===== src/rtl/seq_adder.sv =====
// seq_adder: multi-cycle ripple adder that sums two WIDTH-bit operands STEP
// bits per clock. One operand set is taken in IDLE, N = WIDTH/STEP edges are
// spent in RUN, and the result is held in DONE until the consumer takes it.
// flush aborts the current operation; rst_n is asynchronous and active-low.
module seq_adder #(
    parameter int WIDTH = 8,
    parameter int STEP  = 1
) (
    input  logic             clk,
    input  logic             rst_n,
    input  logic             in_valid,
    output logic             in_ready,
    input  logic [WIDTH-1:0] a,
    input  logic [WIDTH-1:0] b,
    input  logic             c_in,
    input  logic             flush,
    output logic             out_valid,
    input  logic             out_ready,
    output logic [WIDTH-1:0] sum,
    output logic             c_out,
    output logic             overflow
);

    localparam int N     = WIDTH / STEP;
    localparam int CNT_W = (N > 1) ? $clog2(N) : 1;
    localparam logic [CNT_W-1:0] CNT_LAST = CNT_W'(N - 1);

    // Reject operand widths that cannot be split into whole slices.
    generate
        if (WIDTH < 1 || STEP < 1 || (WIDTH % STEP) != 0) begin : g_bad_params
            $error("seq_adder: STEP must be >= 1 and divide WIDTH (>= 1) exactly");
        end
    endgenerate

    typedef enum logic [1:0] {
        IDLE = 2'd0,
        RUN  = 2'd1,
        DONE = 2'd2
    } state_t;

    state_t           state_reg;
    state_t           state_next;
    logic [WIDTH-1:0] a_reg;
    logic [WIDTH-1:0] b_reg;
    logic [WIDTH-1:0] sum_reg;
    logic             carry_reg;
    logic [CNT_W-1:0] cnt_reg;
    logic             c_out_reg;
    logic             overflow_reg;

    logic [STEP-1:0]  slice_a;
    logic [STEP-1:0]  slice_b;
    logic [STEP:0]    slice_full;
    logic [STEP-1:0]  slice_sum;
    logic             slice_carry;
    logic             msb_carry_in;
    logic             accept;
    logic             last_step;

    // An operand set is taken only in IDLE, and never while a flush is requested.
    assign accept    = (state_reg == IDLE) && in_valid && !flush;
    assign last_step = (cnt_reg == CNT_LAST);

    // Select the current slice of each operand and add it with the running carry.
    always_comb begin
        slice_a = '0;
        slice_b = '0;
        for (int i = 0; i < N; i++) begin
            if (cnt_reg == CNT_W'(i)) begin
                slice_a = a_reg[i*STEP +: STEP];
                slice_b = b_reg[i*STEP +: STEP];
            end
        end
        slice_full  = {1'b0, slice_a} + {1'b0, slice_b} + {{STEP{1'b0}}, carry_reg};
        slice_sum   = slice_full[STEP-1:0];
        slice_carry = slice_full[STEP];
        // Sum bit = a ^ b ^ carry_in, so the carry entering the top bit of the
        // slice falls out of the operand and sum bits without a second chain.
        msb_carry_in = slice_a[STEP-1] ^ slice_b[STEP-1] ^ slice_sum[STEP-1];
    end

    // State register.
    always_ff @(posedge clk or negedge rst_n) begin
        if (!rst_n) begin
            state_reg <= IDLE;
        end else begin
            state_reg <= state_next;
        end
    end

    // Next-state logic; flush outranks accept, stepping and out_ready.
    always_comb begin
        state_next = state_reg;
        case (state_reg)
            IDLE: begin
                if (accept) begin
                    state_next = RUN;
                end
            end
            RUN: begin
                if (flush) begin
                    state_next = IDLE;
                end else if (last_step) begin
                    state_next = DONE;
                end
            end
            DONE: begin
                if (flush || out_ready) begin
                    state_next = IDLE;
                end
            end
            default: state_next = IDLE;
        endcase
    end

    // Outputs are decoded from registered state or taken straight from registers.
    always_comb begin
        in_ready  = (state_reg == IDLE);
        out_valid = (state_reg == DONE);
        sum       = sum_reg;
        c_out     = c_out_reg;
        overflow  = overflow_reg;
    end

    // Datapath: capture operands on accept, accumulate one slice per RUN edge,
    // and hold the result untouched until the next accept or a flush.
    always_ff @(posedge clk or negedge rst_n) begin
        if (!rst_n) begin
            a_reg        <= '0;
            b_reg        <= '0;
            sum_reg      <= '0;
            carry_reg    <= 1'b0;
            cnt_reg      <= '0;
            c_out_reg    <= 1'b0;
            overflow_reg <= 1'b0;
        end else begin
            case (state_reg)
                IDLE: begin
                    if (accept) begin
                        a_reg        <= a;
                        b_reg        <= b;
                        carry_reg    <= c_in;
                        cnt_reg      <= '0;
                        sum_reg      <= '0;
                        c_out_reg    <= 1'b0;
                        overflow_reg <= 1'b0;
                    end
                end
                RUN: begin
                    if (flush) begin
                        sum_reg      <= '0;
                        c_out_reg    <= 1'b0;
                        overflow_reg <= 1'b0;
                    end else begin
                        for (int i = 0; i < N; i++) begin
                            if (cnt_reg == CNT_W'(i)) begin
                                sum_reg[i*STEP +: STEP] <= slice_sum;
                            end
                        end
                        carry_reg <= slice_carry;
                        if (last_step) begin
                            // Counter parks at N-1; only a new accept rewinds it.
                            c_out_reg    <= slice_carry;
                            overflow_reg <= slice_carry ^ msb_carry_in;
                        end else begin
                            cnt_reg <= cnt_reg + CNT_W'(1);
                        end
                    end
                end
                DONE: begin
                    if (flush) begin
                        sum_reg      <= '0;
                        c_out_reg    <= 1'b0;
                        overflow_reg <= 1'b0;
                    end
                end
                default: ;
            endcase
        end
    end

endmodule


===== config.mk =====
export PLATFORM = sky130hd
export DESIGN_NAME = seq_adder
export DESIGN_NICKNAME = d
export VERILOG_FILES = /design/src/rtl/seq_adder.sv
export SDC_FILE = /design/constraint.sdc
export NUM_CORES = 1
export LEC_CHECK = 0
export ABC_AREA = 1
export BUFFER_PORTS_ARGS = -buffer_cell sky130_fd_sc_hd__buf_2
export CORE_MARGIN = 3
export CORE_UTILIZATION = 30
export DETAILED_ROUTE_END_ITERATION = 6
export PLACE_DENSITY = 0.46
export SLEW_MARGIN = 20
export SYNTH_ARGS = -nofsm -noshare
export SYNTH_HDL_FRONTEND = slang
export SYNTH_SLANG_ARGS = --single-unit

===== constraint.sdc =====
create_clock -name clk -period 4.2 [get_ports clk]
set_clock_uncertainty 0.05 [all_clocks]
set_input_delay 0.42 -clock clk [delete_from_list [all_inputs] [get_ports clk]]
set_output_delay 0.42 -clock clk [all_outputs]
set_load 0.02 [all_outputs]

==> results by group, run 1 <==
Power and ir drop
  – Post-route total power: 1.351 mW
  – Maximum vdd drop: 0.2321 mV
  – Static leakage power: 1.036 nW
  – Power Density: 672.1 nW/um^2

Clock network
  – Gates resized, CTS repair: 0
  – Cts bufs inserted: 5
  – Buffer levels on the longest clock path: 2
  – H-tree level count: 2
  – Number of clock sinks: 32
  – TritonCTS clock tree: built
  – Worst-Skew Late Latency: 0.28 ns
  – CTS Root Buffer Type: sky130_fd_sc_hd__clkbuf_8
  – Number of buffers inserted for hold repair after clock tree synthesis: 0
  – Clock transition at the registers of the reported paths: 0.06 ns
  – Post-CTS Setup Inserts: 0

Global routing
  – Total track usage: 12.54%
  – Overflow after GRT: 0
  – Number of global-route vias before repair: 1,403
  – Number of antenna violations at the first check in global routing: 0
  – Largest net degree at the start of global routing: 33
  – Global-route wire length before repair: 6265 microns

Critical path
  – Critical path's slowest cell: sky130_fd_sc_hd__fa_1
  – Critical-path cell list: inv_1 > ha_1 > inv_1 > nor2_1 > nand3_1 > a21oi_1 > o21ai_0 > nand3_1 > o211ai_1 > nand3_1 > nand2_1 > fa_1 > or2_0 > a31oi_1
  – Slowest Stage Delay on Critical Path: 0.48 ns
  – Top cell by count, worst path: sky130_fd_sc_hd__nand3_1
  – Top fanout value on the critical path: 8
  – Worst flop-to-flop path startpoint: cnt_reg[0]
  – Worst r2r path cells: 14
  – Arrival @ worst endpoint: 2.81 ns
  – Kind of critical path: flip-flop to flip-flop
  – Crit path required time: 4.29 ns
  – Type of element launching the critical path: flip-flop
  – Dominant delay contributor by cell family on the critical path: simple AND/OR/NAND/NOR gates
  – Crit end category: flip-flop
  – Buffering stage count on the worst path with inverters included: 2
  – Reg2reg end: sum[1]
  – Reg-to-reg slack, setup: 1.49 ns

Placement
  – Gpl congestion: 0.8631
  – Port Buffers: 33
  – Estimated wirelength of the detail-placed design: 2679 microns

Job
  – MaxCap Viol Count: 0

Final layout
  – Leading cell type in the layout, fill and taps excluded: sky130_fd_sc_hd__nand2_1
  – Area Overhead vs Synth: 19.57%
  – Number of nets in the finished design: 255
  – Utilization after layout: 38.15%
  – Fraction of final layout cells sized beyond drive strength 1: 30.09%
  – Most frequent cells in the layout: 39 x sky130_fd_sc_hd__nand2_1, 33 x sky130_fd_sc_hd__buf_2, 32 x sky130_fd_sc_hd__dfrtp_1
  – Number of antenna diodes: 0

STA
  – Highest Clock Rate: 368.6 MHz
  – Final Max Tran Viols: 0
  – Unrepaired setup endpoints after global routing: false
  – Slew margin rel.: 50.78%
  – Number of hold violations in the final report: 0
  – Post-Route Setup TNS: 0 ns
  – Time the worst path needs with I/O delays and setup: 2.713 ns
  – Worst-Margin Slew: 0.7382 ns
  – Setup-failing EPs final: 0
  – Final worst path period share: 64.60%

Logic synthesis
  – Xor/xnor cell area share of the yosys netlist: 0.5208%
  – Post-synthesis instance area: 1682 sq um
  – Syn avg cell area: 8.993 sq um
  – Number of standard cells after synthesis: 187
  – Library cell occupying the most area in the post-synthesis netlist: sky130_fd_sc_hd__dfrtp_1
  – Complex-gate fraction of the synthesized area: 8.929%
  – Dominant combinational cell family by area after synthesis: simple AND/OR/NAND/NOR gates
  – Count of warnings emitted by yosys: 0
  – Synth Register Bits: 32
  – Top post-synthesis cells by area: sky130_fd_sc_hd__dfrtp_1 48%, sky130_fd_sc_hd__mux2_2 9.4%, sky130_fd_sc_hd__nand2_1 8.7%
  – Portion of netlist area occupied by mux cells: 9.375%
  – Part of the Yosys area used for sequential elements: 47.62%
  – Share of the synthesized area in the top cell type: 47.62%
  – Post-synthesis adder-cell area fraction: 6.399%
  – Total nets after synthesis: 217
  – Cell variety after synth: 26
  – Simple-gate share of the synthesized area: 19.27%

Die
  – Die height: 80.87 microns
  – Number of top-level design ports: 34
  – DIE AREA: 6540 sq um
  – Die boundary width: 80.87 microns
  – Starting Density: 31.91%
  – Std-Cell Core Area: 5270 sq um
  – Row Count: 26

Route
  – DRC errors left: 0
  – Post-route antenna net violation count: 0
  – Count of TritonRoute iterations in the first routing pass: 4
  – Final wirelength: 3494 microns
  – Vias post-DR: 1,294
  – Routed length per instance: 11.80 microns
  – Initial DRC count: 64
  – Ratio of routed vias to standard cells: 4.372

Run status
  – Run status: finished, final reports clean

Min path
  – Worst Hold Class: primary input to async pin
-- area by class of cell --
cell class                      count  area (sq um)
Fill cell                         576          3259
Sequential cell                    32         800.8
Multi-Input combinational cell    123         748.2
Timing Repair Buffer               34         172.7
Inverter                           29         111.4
Clock buffer                        8         90.09
Tap cell                           70         87.58
-- metrics by stage --
stage	area, sq um	worst slack (ns)	std cells	hold slack (ns)
after floorplan	1682	1.858	187	0.07441
after global placement	1921	1.466	288	0.4170
after detailed placement	1921	1.444	288	0.4118
after CTS	2011	1.427	296	0.1697
after global routing	2011	1.105	296	0.2026
final	2011	1.487	296	0.1491
-- power by group --
part	internal, mW	total (mW)	switching [mW]
clock network	0.134	0.242	0.108
logic	0.247	0.633	0.386
registers	0.415	0.477	0.0624
-- Yosys cell counts --
library cell / count
sky130_fd_sc_hd__nand2_1: 39
sky130_fd_sc_hd__dfrtp_1: 32
sky130_fd_sc_hd__inv_1: 24
sky130_fd_sc_hd__nor2_1: 15
sky130_fd_sc_hd__mux2_2: 14
sky130_fd_sc_hd__a21oi_1: 11
sky130_fd_sc_hd__nand3_1: 8
sky130_fd_sc_hd__o21ai_0: 8
sky130_fd_sc_hd__ha_1: 7
sky130_fd_sc_hd__inv_2: 4
sky130_fd_sc_hd__o21ai_1: 4
sky130_fd_sc_hd__nor2_4: 3
sky130_fd_sc_hd__a31oi_1: 2
sky130_fd_sc_hd__buf_2: 2
sky130_fd_sc_hd__nand2_2: 2
sky130_fd_sc_hd__or2_2: 2
sky130_fd_sc_hd__a221oi_1: 1
sky130_fd_sc_hd__buf_6: 1
sky130_fd_sc_hd__fa_1: 1
sky130_fd_sc_hd__inv_4: 1
sky130_fd_sc_hd__nand3_2: 1
sky130_fd_sc_hd__nor2_2: 1
sky130_fd_sc_hd__o211ai_1: 1
sky130_fd_sc_hd__o22ai_1: 1
sky130_fd_sc_hd__or2_0: 1
sky130_fd_sc_hd__xor2_1: 1
-- how the worst max path moves through the flow --
stage                          start  slack [ns]     end  cells after the start
after floorplan           cnt_reg[0]        1.86  sum[1]                     13
after global placement    cnt_reg[0]        1.47  sum[1]                     14
after detailed placement  cnt_reg[0]        1.44  sum[0]                     14
after CTS                 cnt_reg[0]        1.43  sum[0]                     14
after global routing      cnt_reg[0]        1.10  sum[6]                     14
final                     cnt_reg[0]        1.49  sum[1]                     14
-- logic make-up (layout without fill, tap and decap cells) --
logic type,after synthesis,in the layout
and+or+nand+nor,72,72
DFF,32,32
buffers and inverters,32,71
AOI/OAI and AO/OA,28,28
muxes,14,14
adders and majority gates,8,8
xor gates and xnor gates,1,1
-- metal layers --
metal / vias to the layer above / wire, microns / global-route usage [%]
met5: - / 0 / 0
met4: 0 / 57 / 5.068
met3: 7 / 186 / 3.769
met2: 31 / 1576 / 21.10
met1: 582 / 1673 / 14.89
li1: 674 / - / -
Power figures use the tool's default switching activity.
==> inputs of run 2 (changes only) <==
==> constraint.sdc (replaced) <==
create_clock -name clk -period 2.5 [get_ports clk]
set_clock_uncertainty 0.05 [all_clocks]
set_input_delay 0.25 -clock clk [delete_from_list [all_inputs] [get_ports clk]]
set_output_delay 0.25 -clock clk [all_outputs]
set_load 0.02 [all_outputs]
==> run 2 against run 1 <==
Compared with the run above:
- worst setup slack worse by 1.5 ns
- routed wire length is 6.9% higher
- sequential share of layout area is 4.2 points lower
- non-clock buffer count is 14 higher
- fmax is 9.3% higher
- critical path depth is 5 lower
- sequential power is 71% higher
- critical endpoint unchanged
==> results by group, run 2 (synthesis results as in run 1) <==
Clock network
  – H-tree level count: 2 (unchanged)
  – Clock transition at the registers of the reported paths: 0.07 ns (was 0.06 ns)
  – Number of clock sinks: 32 (unchanged)
  – TritonCTS clock tree: built (unchanged)
  – Buffer levels on the longest clock path: 2 (unchanged)
  – CTS Root Buffer Type: sky130_fd_sc_hd__clkbuf_8 (unchanged)
  – Cts bufs inserted: 5 (unchanged)
  – Worst-Skew Late Latency: 0.28 ns (about the same)

Die
  – DIE AREA: 6540 sq um (unchanged)
  – Std-Cell Core Area: 5270 sq um (unchanged)
  – Number of top-level design ports: 34 (unchanged)
  – Die boundary width: 80.87 microns (unchanged)
  – Die height: 80.87 microns (unchanged)
  – Starting Density: 31.91% (unchanged)
  – Row Count: 26 (unchanged)

Final layout
  – Area Overhead vs Synth: 33.93% (was 19.57%)
  – Most frequent cells in the layout: 37 x sky130_fd_sc_hd__nand2_1, 33 x sky130_fd_sc_hd__buf_2, 31 x sky130_fd_sc_hd__dfrtp_1 (was 39 x sky130_fd_sc_hd__nand2_1, 33 x sky130_fd_sc_hd__buf_2, 32 x sky130_fd_sc_hd__dfrtp_1)
  – Fraction of final layout cells sized beyond drive strength 1: 47.70% (was 30.09%)
  – Count of fill cells added during filler insertion: 562 (was 576)
  – Number of nets in the finished design: 269 (was 255)
  – Utilization after layout: 42.74% (was 38.15%)
  – Multi-input gate area: 887.1 sq um (was 748.2 sq um)
  – Leading cell type in the layout, fill and taps excluded: sky130_fd_sc_hd__nand2_1 (unchanged)
  – Number of antenna diodes: 0 (unchanged)
  – Non-Filler Instances: 309 (was 296)
  – Sequential standard cell area: 802.0 sq um (was 800.8 sq um)

Global routing
  – Largest net degree at the start of global routing: 33 (unchanged)
  – Number of global-route vias before repair: 1,460 (was 1,403)
  – Overflow after GRT: 0 (unchanged)
  – Number of antenna violations at the first check in global routing: 0 (unchanged)
  – Total track usage: 12.61% (was 12.54%)
  – Global-route wire length before repair: 6403 microns (was 6265 microns)

Critical path
  – Crit path required time: 2.65 ns (was 4.29 ns)
  – Kind of critical path: flip-flop to flip-flop (unchanged)
  – Crit end category: flip-flop (unchanged)
  – Slowest Stage Delay on Critical Path: 0.44 ns (was 0.48 ns)
  – Top fanout value on the critical path: 8 (unchanged)
  – Type of element launching the critical path: flip-flop (unchanged)
  – Critical path's slowest cell: sky130_fd_sc_hd__dfrtp_1 (was sky130_fd_sc_hd__fa_1)
  – Arrival @ worst endpoint: 2.63 ns (was 2.81 ns)
  – Critical-path cell list: ha_2 > buf_4 > ha_1 > inv_1 > or2_2 > nand2_2 > fa_2 > or2_4 > a31oi_1 (was inv_1 > ha_1 > inv_1 > nor2_1 > nand3_1 > a21oi_1 > o21ai_0 > nand3_1 > o211ai_1 > nand3_1 > nand2_1 > fa_1 > or2_0 > a31oi_1)

Job
  – MaxCap Viol Count: 0 (unchanged)

Route
  – Count of TritonRoute iterations in the first routing pass: 4 (unchanged)
  – Post-route antenna net violation count: 0 (unchanged)
  – Ratio of routed vias to standard cells: 4.466 (was 4.372)
  – Final wirelength: 3734 microns (was 3494 microns)
  – Routed length per instance: 12.08 microns (was 11.80 microns)
  – Vias post-DR: 1,380 (was 1,294)
  – DRC errors left: 0 (unchanged)
  – Initial DRC count: 34 (was 64)

Placement
  – Count of placed standard cells including taps: 297 (was 288)
  – Gpl congestion: 0.7476 (was 0.8631)
  – Estimated wirelength of the detail-placed design: 2738 microns (was 2679 microns)
  – Port Buffers: 33 (unchanged)

STA
  – Setup-failing EPs final: 0 (unchanged)
  – Final worst path period share: 99.31% (was 64.60%)
  – Slew margin rel.: 52.54% (was 50.78%)
  – Highest Clock Rate: 402.8 MHz (was 368.6 MHz)
  – Post-Route Setup TNS: 0 ns (unchanged)
  – Final Max Tran Viols: 0 (unchanged)
  – Number of hold violations in the final report: 0 (unchanged)
  – Time the worst path needs with I/O delays and setup: 2.483 ns (was 2.713 ns)
  – Worst-Margin Slew: 0.7119 ns (was 0.7382 ns)
  – Worst Hold Slack: 0.1041 ns (was 0.1491 ns)
  – Unrepaired setup endpoints after global routing: true (was false)

Min path
  – Worst Hold Class: primary input to flip-flop (was primary input to async pin)

Power and ir drop
  – Power Density: 1244 nW/um^2 (was 672.1 nW/um^2)
  – Maximum vdd drop: 0.4648 mV (was 0.2321 mV)
  – Static leakage power: 1.110 nW (was 1.036 nW)

Run status
  – Run status: finished, final reports clean (unchanged)
==> run 2: changes by cell type in the layout (fill, tap and decap cells not counted), moves of 4 or more <==
cell / delta
sky130_fd_sc_hd__a21oi_1: -4
sky130_fd_sc_hd__a21oi_2: +4
sky130_fd_sc_hd__buf_4: +12
sky130_fd_sc_hd__ha_1: -6
sky130_fd_sc_hd__ha_4: +4
sky130_fd_sc_hd__inv_1: -7
sky130_fd_sc_hd__inv_2: +6
sky130_fd_sc_hd__o21ai_2: +4
==> run 2: repair_timing <==
item / in CTS / in global routing
resized for setup: 10 / 32
endpoints found under the setup margin: 10 / 11
pin swaps: 1 / 12
hold buffers: 1 / 0
setup buffers: 0 / 4
hold endpoints to repair: 32 / 0
==> run 2: layer usage <==
layer,GRT usage [%],routed length [microns]
met3,4.102,224
met5,0,0
met1,15.84,1751
met2,20.28,1714
met4,4.392,43
==> run 2: cell type report <==
| type | count | area share, % |
|---|---|---|
| clock inverter | 1 | 0.2222 |
| multi-input combinational | 123 | 39.39 |
| inverter | 29 | 5.056 |
| timing repair buffer | 48 | 12.61 |
| clock buffer | 6 | 3.222 |
| sequential | 32 | 35.61 |
| tap | 70 | 3.889 |
==> run 2: critical path, delay by kind of cell, from the launching register on <==
kind	cells	cell delay, ns
buffers and inverters	2	0.20
adder cells (fa/ha/maj)	3	0.84
flip-flops	1	0.44
AO/OA/AOI/OAI	1	0.15
AND/OR/NAND/NOR	3	0.71
==> run 2: path summary, 6_finish.rpt <==
kind,start,end,slack [ns],cells after the start
setup reg to reg,cnt_reg[1],sum[1],0.02,9
min in group asynchronous,rst_n,a_reg[1],0.51,2
hold / removal,out_ready,state_reg[1],0.10,2
setup / recovery,cnt_reg[1],sum[1],0.02,9
hold reg to reg,sum[2],sum[2],0.43,2
max in group asynchronous,rst_n,cnt_reg[0],1.40,2
==> run 2: metrics by stage <==
stage / area [sq um] / power [mW] / setup WS (ns)
after floorplan: 1682 / 1.623 / 0.1580
after detailed placement: 1988 / 1.999 / -0.2896
after CTS: 2106 / 2.455 / -0.01442
final: 2252 / 2.802 / 0.01723
after global routing: 2252 / 3.063 / -0.1722
after global placement: 1988 / 2.011 / -0.2344
==> run 2: report_power, final <==
group	internal, mW	switching [mW]
clock	0.189	0.187
sequential	0.698	0.121
combinational	0.741	0.867
total	1.63	1.17
